## src/rtl/serial_adder_pkg.sv

```systemverilog
// serial_adder_pkg: shared state encoding and default operand width for serial_adder
package serial_adder_pkg;
  localparam int DEF_WIDTH = 8;
  typedef enum logic [1:0] {IDLE = 2'd0, RUN = 2'd1, DONE = 2'd2} state_t;
endpackage

```

## src/rtl/serial_adder_full_adder.sv

```systemverilog
// serial_adder_full_adder: one-bit full adder built from two half adders
module half_adder (
  input  logic i_a,
  input  logic i_b,
  output logic o_s,
  output logic o_c
);
  assign o_s = i_a ^ i_b;
  assign o_c = i_a & i_b;
endmodule

module full_adder (
  input  logic i_a,
  input  logic i_b,
  input  logic i_c,
  output logic o_s,
  output logic o_c
);
  logic w_s0, w_c0, w_c1;
  half_adder u_ha0 (.i_a(i_a), .i_b(i_b), .o_s(w_s0), .o_c(w_c0));
  half_adder u_ha1 (.i_a(w_s0), .i_b(i_c), .o_s(o_s), .o_c(w_c1));
  assign o_c = w_c0 | w_c1;
endmodule

```

## src/rtl/serial_adder.sv

```systemverilog
// serial_adder: bit-serial LSB-first adder, one full-adder step per RUN cycle
module serial_adder
  import serial_adder_pkg::*;
#(
  parameter int WIDTH = DEF_WIDTH
) (
  input  logic             clk,
  input  logic             rst_n,
  input  logic             start,
  input  logic [WIDTH-1:0] A,
  input  logic [WIDTH-1:0] B,
  input  logic             Cin,
  output logic             busy,
  output logic             done,
  output logic [WIDTH-1:0] Sum,
  output logic             Cout
);
  localparam int CW = $clog2(WIDTH + 1);
  state_t           r_state, w_next;
  logic [WIDTH-1:0] r_a, r_b, r_ps, r_sum, w_ps;
  logic [CW-1:0]    r_cnt;
  logic             r_c, r_cout, r_busy, r_done, w_s, w_co, w_last;
  full_adder u_fa (.i_a(r_a[0]), .i_b(r_b[0]), .i_c(r_c), .o_s(w_s), .o_c(w_co));
  assign w_last = r_cnt == CW'(WIDTH - 1);
  // sum bit enters at the MSB so after WIDTH shifts bit 0 holds the first result bit
  assign w_ps = WIDTH'({w_s, r_ps} >> 1);
  always_comb begin
    w_next = (r_state == IDLE) ? (start ? RUN : IDLE) :
             (r_state == RUN)  ? (w_last ? DONE : RUN) : IDLE;
  end
  always_ff @(posedge clk or negedge rst_n) begin
    if (!rst_n) r_state <= IDLE;
    else r_state <= w_next;
  end
  always_ff @(posedge clk or negedge rst_n) begin
    if (!rst_n) begin
      r_a    <= '0;
      r_b    <= '0;
      r_ps   <= '0;
      r_sum  <= '0;
      r_cnt  <= '0;
      r_c    <= 1'b0;
      r_cout <= 1'b0;
      r_busy <= 1'b0;
      r_done <= 1'b0;
    end else begin
      r_busy <= w_next != IDLE;
      r_done <= w_next == DONE;
      if (r_state == IDLE && start) begin
        r_a   <= A;
        r_b   <= B;
        r_c   <= Cin;
        r_cnt <= '0;
      end else if (r_state == RUN) begin
        r_a   <= r_a >> 1;
        r_b   <= r_b >> 1;
        r_c   <= w_co;
        r_ps  <= w_ps;
        r_cnt <= r_cnt + 1'b1;
        if (w_last) begin
          r_sum  <= w_ps;
          r_cout <= w_co;
        end
      end
    end
  end
  assign busy = r_busy;
  assign done = r_done;
  assign Sum  = r_sum;
  assign Cout = r_cout;
endmodule
```

## config.mk

```make
export PLATFORM = sky130hd
export DESIGN_NAME = serial_adder
export DESIGN_NICKNAME = d
export VERILOG_FILES = /design/src/rtl/serial_adder_pkg.sv /design/src/rtl/serial_adder_full_adder.sv /design/src/rtl/serial_adder.sv
export SDC_FILE = /design/constraint.sdc
export NUM_CORES = 1
export LEC_CHECK = 0
export ABC_CLOCK_PERIOD_IN_PS = 4200
export CAP_MARGIN = 5
export CORE_ASPECT_RATIO = 1.25
export CORE_MARGIN = 10
export CORE_UTILIZATION = 50
export CTS_CLUSTER_SIZE = 40
export DETAILED_ROUTE_END_ITERATION = 8
export HOLD_SLACK_MARGIN = 0.02
export PLACE_DENSITY = 0.74
export SETUP_SLACK_MARGIN = 0.3
export SYNTH_ARGS = -nofsm -noshare
export SYNTH_HDL_FRONTEND = slang
export SYNTH_SLANG_ARGS = --single-unit
```

## constraint.sdc

```tcl
create_clock -name clk -period 4.2 [get_ports clk]
set_clock_uncertainty 0.15 [all_clocks]
set_input_delay 0.84 -clock clk [delete_from_list [all_inputs] [get_ports clk]]
set_output_delay 0.84 -clock clk [all_outputs]
set_load 0.05 [all_outputs]
```

# Yosys cells after proc, flatten, opt, wreduce, memory -nomap -nowiden
# Index checks and enable logic that the tools add are counted.
# classes
addsub,1
n_reduce_logical,6
n_mux,12
eq_ne,3
n_bitwise,6
# ops
operator,n
8-bit 2-to-1 mux,4
4-bit 2-to-1 mux,2
2-bit 2-to-1 mux,3
4-bit by 1-bit adder with 4-bit output (second input constant),1
4-bit by 3-bit equality test with 1-bit output (second input constant),1
2-bit nonzero test,2
1-bit 2-to-1 mux,3
3-bit AND reduction,1
1-bit bitwise AND,2
2-bit by 1-bit equality test with 1-bit output (second input constant),1
2-bit equality test (second input constant),1
2-bit logical NOT,1
2-bit AND reduction,1
1-bit XOR,2
1-bit logical AND,1
1-bit inverter,1
1-bit OR,1
# totals
elab_cells,38
out_inout_bits,11
ff_bits,42
input_bits,20

# Logic depth before layout (Yosys ltp)
# Gate-level depths: netlist (run 1).
# depth
ltp_word,5
depth_mapped,5
mapped_depth_nobuf,4

# By module
# From an unflattened synthesis (run 1), not the netlist that was laid out.
# hier_totals
cells_unflattened,158
area_unflattened_um2,1928.1
# by_module_without_submodules
mod,n_inst,area_each_um2,cells_per_inst,seq_area_each_um2
serial_adder,1,1896.8,155,1026.0
half_adder,2,12.5,1,0.0
full_adder,1,6.3,1,0.0

# Least setup slack after synthesis (run 1)
# Ideal clock, no wire load.
# synth_path
path_kind,input -> register
startpoint,in start
endpoint,reg r_b[3]
setup_ps,65
slack_ps,2373
stages,4
n_path_buf,1
arrival_ps,1612
required_ps,3985
cell_sequence,o21bai_1 > clkbuf_1 > nand2_1 > nand2_1
# synth_via
elab_chain_cells,2
elab_cells_between_ends,3
classes_between,mux: 1; reduce/logical: 2
# synth_lines
element,line_no,text
"start, declared",serial_adder.sv:9,"input logic start,"
1-bit logical AND (*),serial_adder.sv:49,if (r_state == IDLE && start) begin
8-bit 2-to-1 mux / 2-bit nonzero test (equally long branches),-,
"end signal, assigned",serial_adder.sv:56,r_b <= r_b >> 1;
"end, declared",serial_adder.sv:20,"logic [WIDTH-1:0] r_a, r_b, r_ps, r_sum, w_ps;"
# Every way passes the cells marked *; elsewhere a longest branch is shown, timed or not.
# A chain may end at the register's enable or synchronous reset.

# Worst setup path in the final report (run 1)
# layout_path
startpoint,"reg r_sum[6], in the netlist Sum[6]"
endpoint,out Sum[6]
# layout_rtl
element,line_no,text
"start, declared",serial_adder.sv:20,
"start signal, assigned",serial_adder.sv:61,r_sum <= w_ps;
"end, declared",serial_adder.sv:15,"output logic [WIDTH-1:0] Sum,"
# No word-level cell between the ends.

==> results of run 1 <==
[layer usage]
metal / wire length, um / track usage (%) / up-vias
li1: - / - / 575
met1: 1380 / 12.7 / 579
met2: 1560 / 19.1 / 36
met3: 222 / 4.95 / 7
met4: 55 / 4.23 / 0
met5: 0 / 0 / -
[sequential cells by signal (all words and copies together), names as in the netlist]
signal / cells
busy: 1
Sum: 8
r_a: 8
r_ps: 7
r_b: 8
r_cnt: 4
r_state: 2
r_c: 1
Cout: 1
done: 1
[report_power, final]
part           switching [W]  internal [W]
Combinational       0.000413      0.000257
Clock               0.000128      0.000194
Sequential          0.000111      0.000564
Total               0.000652       0.00101
[final cells by class]
| type | count | area (um^2) | area share (%) |
|---|---|---|---|
| clock buffers | 7 | 86.3 | 4.11 |
| inverters | 1 | 3.75 | 0.179 |
| clock inverters | 1 | 30.0 | 1.43 |
| well taps | 37 | 46.3 | 2.20 |
| repair buffers | 32 | 310 | 14.8 |
| multi-input cells | 104 | 599 | 28.5 |
| flip-flops and latches | 41 | 1030 | 48.8 |
[through the flow]
step	utilization (%)	worst slack, ps
after floorplan	-	2370
after global placement	62.2	1530
after detailed placement	62.2	1540
after CTS	65.8	1740
after global routing	65.8	1660
final	65.8	1760
[cell usage after synthesis]
| master | instances | share of area, % |
|---|---|---|
| a21oi_1 | 2 | 0.60 |
| a22oi_1 | 15 | 6.8 |
| buf_2 | 4 | 1.2 |
| clkbuf_1 | 2 | 0.45 |
| dfrtp_1 | 41 | 62 |
| fa_1 | 1 | 1.2 |
| ha_1 | 1 | 0.76 |
| inv_1 | 1 | 0.23 |
| mux2_2 | 9 | 6.1 |
| mux2i_1 | 1 | 0.60 |
| nand2_1 | 61 | 14 |
| nand2b_2 | 1 | 0.53 |
| nand3_1 | 3 | 0.91 |
| nand4_1 | 1 | 0.38 |
| nor2b_1 | 1 | 0.38 |
| nor3_1 | 1 | 0.30 |
| nor3_4 | 1 | 0.98 |
| nor3b_2 | 1 | 0.76 |
| o21a_1 | 1 | 0.45 |
| o21ai_0 | 2 | 0.60 |
| o21bai_1 | 1 | 0.45 |
| or3b_2 | 1 | 0.53 |
[worst paths after layout]
path | startpoint | endpoint | slack, ps | cells after the start
max | Sum[6] | Sum[6] | 1760 | 1
min | r_ps[1] | r_ps[1] | 330 | 2
max reg2reg | r_state[1] | Sum[5] | 2260 | 3
min reg2reg | r_ps[1] | r_ps[1] | 330 | 2
max in group asynchronous | rst_n | r_a[4] | 2840 | 1
min in group asynchronous | rst_n | Sum[0] | 510 | 1
[cells by family after synthesis]
family / count (synthesis)
flip-flops: 41
buffers and inverters: 7
AO/OA/AOI/OAI: 21
multiplexers: 10
adder cells (fa/ha/maj): 2
AND/OR/NAND/NOR: 71
==> summary.txt, run 1 <==
clock transition at the registers of the reported paths: 70 ps
Total Power: 0.00167 W
H-tree depth: 2
CP max FO: 2
Antenna Cells: 0
Post-CTS Setup Bufs: 0
Remaining DRCs: 0
boundary pin count: 31
RSZ-0062 raised after global routing: false
register area share after synthesis: 61.9%
die height: 84.4 um
DR WL/cell: 14.4 um
post-route ant nets: 0
DR pass1 iterations: 4
dpl hpwl: 2.37 mm
Data arrival, critical path: 1450 ps
worst-margin pin slew: 915 ps
CP max stage cell: clkdlybuf4s50_1
Synth Instances: 152
post-CTS sizing: 0
post-route insts no fill: 223
largest family of logic cells by synthesized area: simple AND/OR/NAND/NOR gates
Max-Cap Viols: 0
Die X: 71.5 um
Vias: 1197
Total GRT Usage: 11.5%
setup TNS: 0 ps
Initial Util: 51.9%
Rows: 23
Via density: 5.37
Port Buffers: 30
kind of critical path: flop to primary output
Post-Syn Area: 0.00166 mm^2
Max-slew headroom: 38.7%
initial antenna violation count: 0
crit-path cells: clkdlybuf4s50_1
Period minus WS final: 2440 ps
layout cells sized above 1: 12.4%
flop and latch count out of synthesis: 41
XOR/XNOR Fraction of Synth Area: 0%
Buf/Inv on CP: 1
CTS Buf Count: 5
most common cell after layout, fill and taps aside: nand2_1
outcome: finished clean
CORE AREA: 0.00319 mm^2
Required @ worst endpoint: 3210 ps
largest net degree at the start of global routing: 42
Post-DP Area: 0.00199 mm^2
TritonCTS clock tree: built
YS warnings: 0
element type at the critical path start: flop
die area: 0.00603 mm^2
average size of a mapped cell: 10.9 um^2
clk sinks: 41
mux share of post-synthesis cell area: 6.72%
CTS max path bufs: 2
final hold vios: 0
clk_lat worst skew: 290 ps
grt ovf: 0
Period Utilization, post-route: 58.1%
placed cells: 215
post-synth cell types: 22
initial DRC count: 58
Final Max Slew Viols: 0
Worst Setup End Kind: primary output
P&R area growth vs syn: 26.9%
worst hold slack: 326 ps
fin nets: 207
delay-heaviest family, CP: buffers and inverters
Adder-Cell Fraction of Synth Area: 1.96%
vias in the first global route: 1289
final WL: 3.21 mm
clock tree root driver cell: clkbuf_8
Max IR drop VDD: 0.510 mV
# fillers: 255
max frequency: 0.410 GHz
first-pass GRT wire length: 5.78 mm
fin area: 0.00210 mm^2
quantity of hold-fixing buffers added after cts: 0
Mapped Nets: 174
# setup viols final: 0
Power Density: 793 mW/mm^2
Synth Area in Compound Gates: 8.91%
Worst Hold Class: flop to flop
GP Congestion: 0.755
most frequent cells in the layout: nand2_1 (61), dfrtp_1 (41), clkdlybuf4s50_1 (29)
Pleak: 1.01 nW
CP max stage delay: 810 ps
Simple-Gate Fraction of Synth Area: 18.6%
(Power assumes the default switching activity.)
==> run 2: changes to the inputs <==
- ABC_CLOCK_PERIOD_IN_PS: 4200 -> 2500
- clock period: 4.2 -> 2.5 ns (I/O delays scaled with it)
==> summary.txt, run 2 (synthesis gave the netlist of run 1 again) <==
H-tree depth: 2 (unchanged)
Pleak: 1.01 nW (-0.36%)
CTS max path bufs: 2 (unchanged)
dpl hpwl: 2.40 mm (+1.3%)
Post-CTS Setup Bufs: 0 (unchanged)
die height: 84.4 um (unchanged)
grt ovf: 0 (unchanged)
final WL: 3.36 mm (+4.7%)
post-CTS sizing: 0 (unchanged)
clk sinks: 41 (unchanged)
worst hold slack: 178 ps (-148 ps)
P&R area growth vs syn: 25.8%
most common cell after layout, fill and taps aside: nand2_1
setup TNS: 0 ps (unchanged)
quantity of hold-fixing buffers added after cts: 0 (unchanged)
die area: 0.00603 mm^2 (unchanged)
GP Congestion: 0.755 (about the same)
clk_lat worst skew: 290 ps (about the same)
CP max FO: 2 (unchanged)
CORE AREA: 0.00319 mm^2 (unchanged)
Worst Setup End Kind: primary output
Max-slew headroom: 41.3% (+2.5 points)
RSZ-0062 raised after global routing: false
Period Utilization, post-route: 83.8%
# setup viols final: 0 (unchanged)
final setup margin: 406 ps (-1350 ps)
Antenna Cells: 0 (unchanged)
Vias: 1205 (+0.67%)
kind of critical path: flop to primary output
crit-path cells: clkdlybuf4s50_1
Power Density: 1300 mW/mm^2 (+63%)
DR pass1 iterations: 4 (unchanged)
outcome: finished clean
vias in the first global route: 1322 (+2.6%)
CTS Buf Count: 5 (unchanged)
Max-Cap Viols: 0 (unchanged)
Rows: 23 (unchanged)
final hold vios: 0 (unchanged)
clock tree root driver cell: clkbuf_8
largest net degree at the start of global routing: 42 (unchanged)
Worst Hold Class: input pin to asynchronous set/reset pin
boundary pin count: 31 (unchanged)
element type at the critical path start: flop
delay-heaviest family, CP: buffers and inverters
first-pass GRT wire length: 5.72 mm (-1.1%)
Initial Util: 51.9% (unchanged)
Port Buffers: 30 (unchanged)
TritonCTS clock tree: built
Buf/Inv on CP: 1 (unchanged)
Data arrival, critical path: 1440 ps (about the same)
post-layout util: 65.2% (-0.59 points)
max frequency: 0.478 GHz
Period minus WS final: 2090 ps
most frequent cells in the layout: nand2_1 (61), dfrtp_1 (41), clkdlybuf4s50_1 (29)
DR WL/cell: 14.9 um (+3.7%)
# fillers: 274 (+7.5%)
Required @ worst endpoint: 1850 ps (-1360 ps)
post-route ant nets: 0 (unchanged)
Max IR drop VDD: 0.714 mV (+40%)
clock transition at the registers of the reported paths: 70 ps (about the same)
fin nets: 209 (+0.97%)
layout cells sized above 1: 13.3% (+0.93 points)
CP max stage cell: clkdlybuf4s50_1
CP max stage delay: 800 ps (about the same)
Die X: 71.5 um (unchanged)
Remaining DRCs: 0 (unchanged)
initial antenna violation count: 0 (unchanged)
pre-CTS WS: 555 ps (-986 ps)
Final Max Slew Viols: 0 (unchanged)
worst-margin pin slew: 881 ps (-34.2 ps)
Total GRT Usage: 11.5% (-0.036 points)
Via density: 5.36 (-0.23%)
initial DRC count: 72 (+24%)
run 2: cell count changes in the layout (fill, tap and decap cells not counted), sizes merged:
cell	delta
bufinv	-1
buf	+2
clkbuf	-1
clkinv	+2
run 2: layout make-up:
| class | instances | area, um^2 | share of cell area (%) |
|---|---|---|---|
| repair buffers | 34 | 325 | 15.6 |
| multi-input cells | 104 | 599 | 28.8 |
| inverters | 1 | 3.75 | 0.180 |
| flip-flops and latches | 41 | 1030 | 49.2 |
| clock buffers | 6 | 72.6 | 3.48 |
| well taps | 37 | 46.3 | 2.22 |
| clock inverters | 2 | 10.0 | 0.480 |
run 2: stage by stage:
stage               area [um^2]  std cells  total power (W)
floorplan                  1660        152          0.00193
global placement           2000        217          0.00227
detailed placement         2000        217          0.00232
CTS                        2080        225          0.00273
global route               2080        225          0.00289
finish                     2080        225          0.00270
run 2: metal layers:
| layer | GRT usage [%] | up-vias | routed length (um) |
|---|---|---|---|
| li1 | - | 578 | - |
| met1 | 12.5 | 589 | 1440 |
| met2 | 18.7 | 32 | 1630 |
| met3 | 5.30 | 6 | 240 |
| met4 | 4.59 | 0 | 48 |
| met5 | 0 | - | 0 |
run 2: final timing paths:
check / depth (start not counted) / slack (ps) / end / from
min in group clk: 2 / 330 / r_a[3] / r_a[3]
worst max-delay path: 1 / 410 / Sum[3] / Sum[3]
worst min register to register: 2 / 330 / r_a[3] / r_a[3]
worst max register to register: 3 / 550 / Sum[4] / r_state[1]
worst min-delay path: 1 / 180 / Sum[0] / rst_n
max in group asynchronous: 1 / 1470 / Cout / rst_n
run 2: report_power, final:
part	internal, W	leakage [nW]	total (W)	switching [W]
Sequential	0.000948	0.519	0.00114	0.000190
Clock	0.000193	0.0450	0.000407	0.000214
Combinational	0.000447	0.442	0.00115	0.000707
Total	0.00159	1.01	0.00270	0.00111
==> run 3: changes to the inputs <==
- ABC_CLOCK_PERIOD_IN_PS: 2500 -> 2000
- clock period: 2.5 -> 2 ns (I/O delays scaled with it)
==> summary.txt, run 3 (synthesis gave the netlist of run 1 again) <==
Worst Hold Class: flop to flop
pre-CTS WS: 139 ps (-416 ps)
worst-margin pin slew: 493 ps (-388 ps)
vias in the first global route: 1315 (-0.53%)
RSZ-0062 raised after global routing: false
boundary pin count: 31 (unchanged)
CP max stage delay: 380 ps (-420 ps)
GP Congestion: 0.829 (+9.8%)
CTS max path bufs: 2 (unchanged)
dpl hpwl: 2.51 mm (+4.6%)
Max-Cap Viols: 0 (unchanged)
largest net degree at the start of global routing: 23 (-45%)
grt ovf: 0 (unchanged)
Final Max Slew Viols: 0 (unchanged)
Worst Setup End Kind: flop
crit-path cells: ha_2 -> nand2_1 -> nor3_4 -> buf_12 -> mux2_2
H-tree depth: 2 (unchanged)
Total GRT Usage: 11.6% (+0.13 points)
# setup viols final: 0 (unchanged)
Period Utilization, post-route: 82.5%
Via density: 5.23 (-2.3%)
max frequency: 0.606 GHz
Port Buffers: 30 (unchanged)
setup TNS: 0 ps (unchanged)
DR WL/cell: 14.5 um (-2.6%)
Power Density: 1600 mW/mm^2 (+23%)
Period minus WS final: 1650 ps
fin nets: 217 (+3.8%)
kind of critical path: flop to flop
Required @ worst endpoint: 2020 ps (+170 ps)
Vias: 1219 (+1.2%)
P&R area growth vs syn: 29.5%
DR pass1 iterations: 4 (unchanged)
Remaining DRCs: 0 (unchanged)
Max IR drop VDD: 1.07 mV (+50%)
Max-slew headroom: 67.1% (+26 points)
clk_lat worst skew: 290 ps (about the same)
Data arrival, critical path: 1670 ps (+230 ps)
most common cell after layout, fill and taps aside: nand2_1
Worst R2R Path Depth: 5 (+2)
layout cells sized above 1: 22.4% (+9.2 points)
post-layout util: 67.2% (+2.0 points)
hold path depth: 2
final hold vios: 0 (unchanged)
initial DRC count: 53 (-26%)
final setup margin: 350 ps (-56.2 ps)
TritonCTS clock tree: built
final WL: 3.39 mm (+0.86%)
Pleak: 1.07 nW (+5.9%)
Antenna Cells: 0 (unchanged)
outcome: finished clean
clk sinks: 41 (unchanged)
CP max stage cell: dfrtp_1
Initial Util: 51.9% (unchanged)
most frequent cells in the layout: nand2_1 (61), dfrtp_1 (41), buf_4 (20)
worst hold slack: 331 ps (+153 ps)
die height: 84.4 um (unchanged)
die area: 0.00603 mm^2 (unchanged)
Rows: 23 (unchanged)
Die X: 71.5 um (unchanged)
CP max FO: 8 (+6)
first-pass GRT wire length: 5.78 mm (+1.1%)
element type at the critical path start: flop
initial antenna violation count: 0 (unchanged)
post-route ant nets: 0 (unchanged)
CTS Buf Count: 5 (unchanged)
clock tree root driver cell: clkbuf_8
CORE AREA: 0.00319 mm^2 (unchanged)
clock transition at the registers of the reported paths: 80 ps (about the same)
run 3: changes by cell type in the layout (fill, tap and decap cells not counted):
cell | before | now
buf_12 | 0 | 2
buf_4 | 4 | 20
clkdlybuf4s50_1 | 29 | 18
dlygate4sd3_1 | 0 | 1
ha_1 | 1 | 0
ha_2 | 0 | 1
run 3: worst paths after layout:
kind	startpoint	endpoint	slack [ps]
worst max-delay path	r_cnt[1]	Sum[2]	350
worst min-delay path	r_ps[1]	r_ps[1]	330
worst max register to register	r_cnt[1]	Sum[2]	350
worst min register to register	r_ps[1]	r_ps[1]	330
max in group asynchronous	rst_n	Sum[6]	770
min in group asynchronous	rst_n	busy	460
run 3: area by class of cell:
class | count | area [um^2]
Multi-Input combinational cell | 104 | 602
Sequential cell | 41 | 1030
Inverter | 1 | 3.75
Clock buffer | 6 | 72.6
Timing Repair Buffer | 42 | 385
Tap cell | 37 | 46.3
Clock inverter | 2 | 10.0
Fill cell | 250 | 1050
run 3: routing by layer:
| metal | up-vias | part of all wire [%] | track usage, % |
|---|---|---|---|
| met5 | - | 0 | 0 |
| met4 | 0 | 1.3 | 4.76 |
| met3 | 5 | 7.3 | 4.83 |
| met2 | 30 | 50 | 19.4 |
| met1 | 590 | 42 | 12.6 |
| li1 | 594 | - | - |
run 3: critical path: cells and delay by family, from the launching register on:
| family | cells | cell delay (ps) |
|---|---|---|
| adder cells (fa/ha/maj) | 1 | 200 |
| flip-flops | 1 | 380 |
| buffers and inverters | 1 | 150 |
| multiplexers | 1 | 330 |
| AND/OR/NAND/NOR | 2 | 310 |
run 3: report_power, final:
| group | internal, W | switching, W | total [W] | leakage, nW |
|---|---|---|---|---|
| clock network | 0.000242 | 0.000273 | 0.000515 | 0.0450 |
| logic | 0.000589 | 0.000905 | 0.00149 | 0.502 |
| registers | 0.00118 | 0.000229 | 0.00141 | 0.519 |
run 3: through the flow:
stage,instances,instance area (um^2),total power (W)
floorplan,152,1660,0.00241
global placement,220,2010,0.00283
detailed placement,220,2010,0.00289
CTS,232,2140,0.00344
global route,233,2150,0.00367
finish,233,2150,0.00342
run 3: what timing repair did:
| item | in CTS | in global routing |
|---|---|---|
| endpoints found under the hold margin | 19 | 0 |
| setup endpoints to repair | 9 | 9 |
| setup buffers | 3 | 1 |
| hold buffers | 1 | 0 |
| pin swaps | 1 | 1 |
| resized for setup | 0 | 1 |
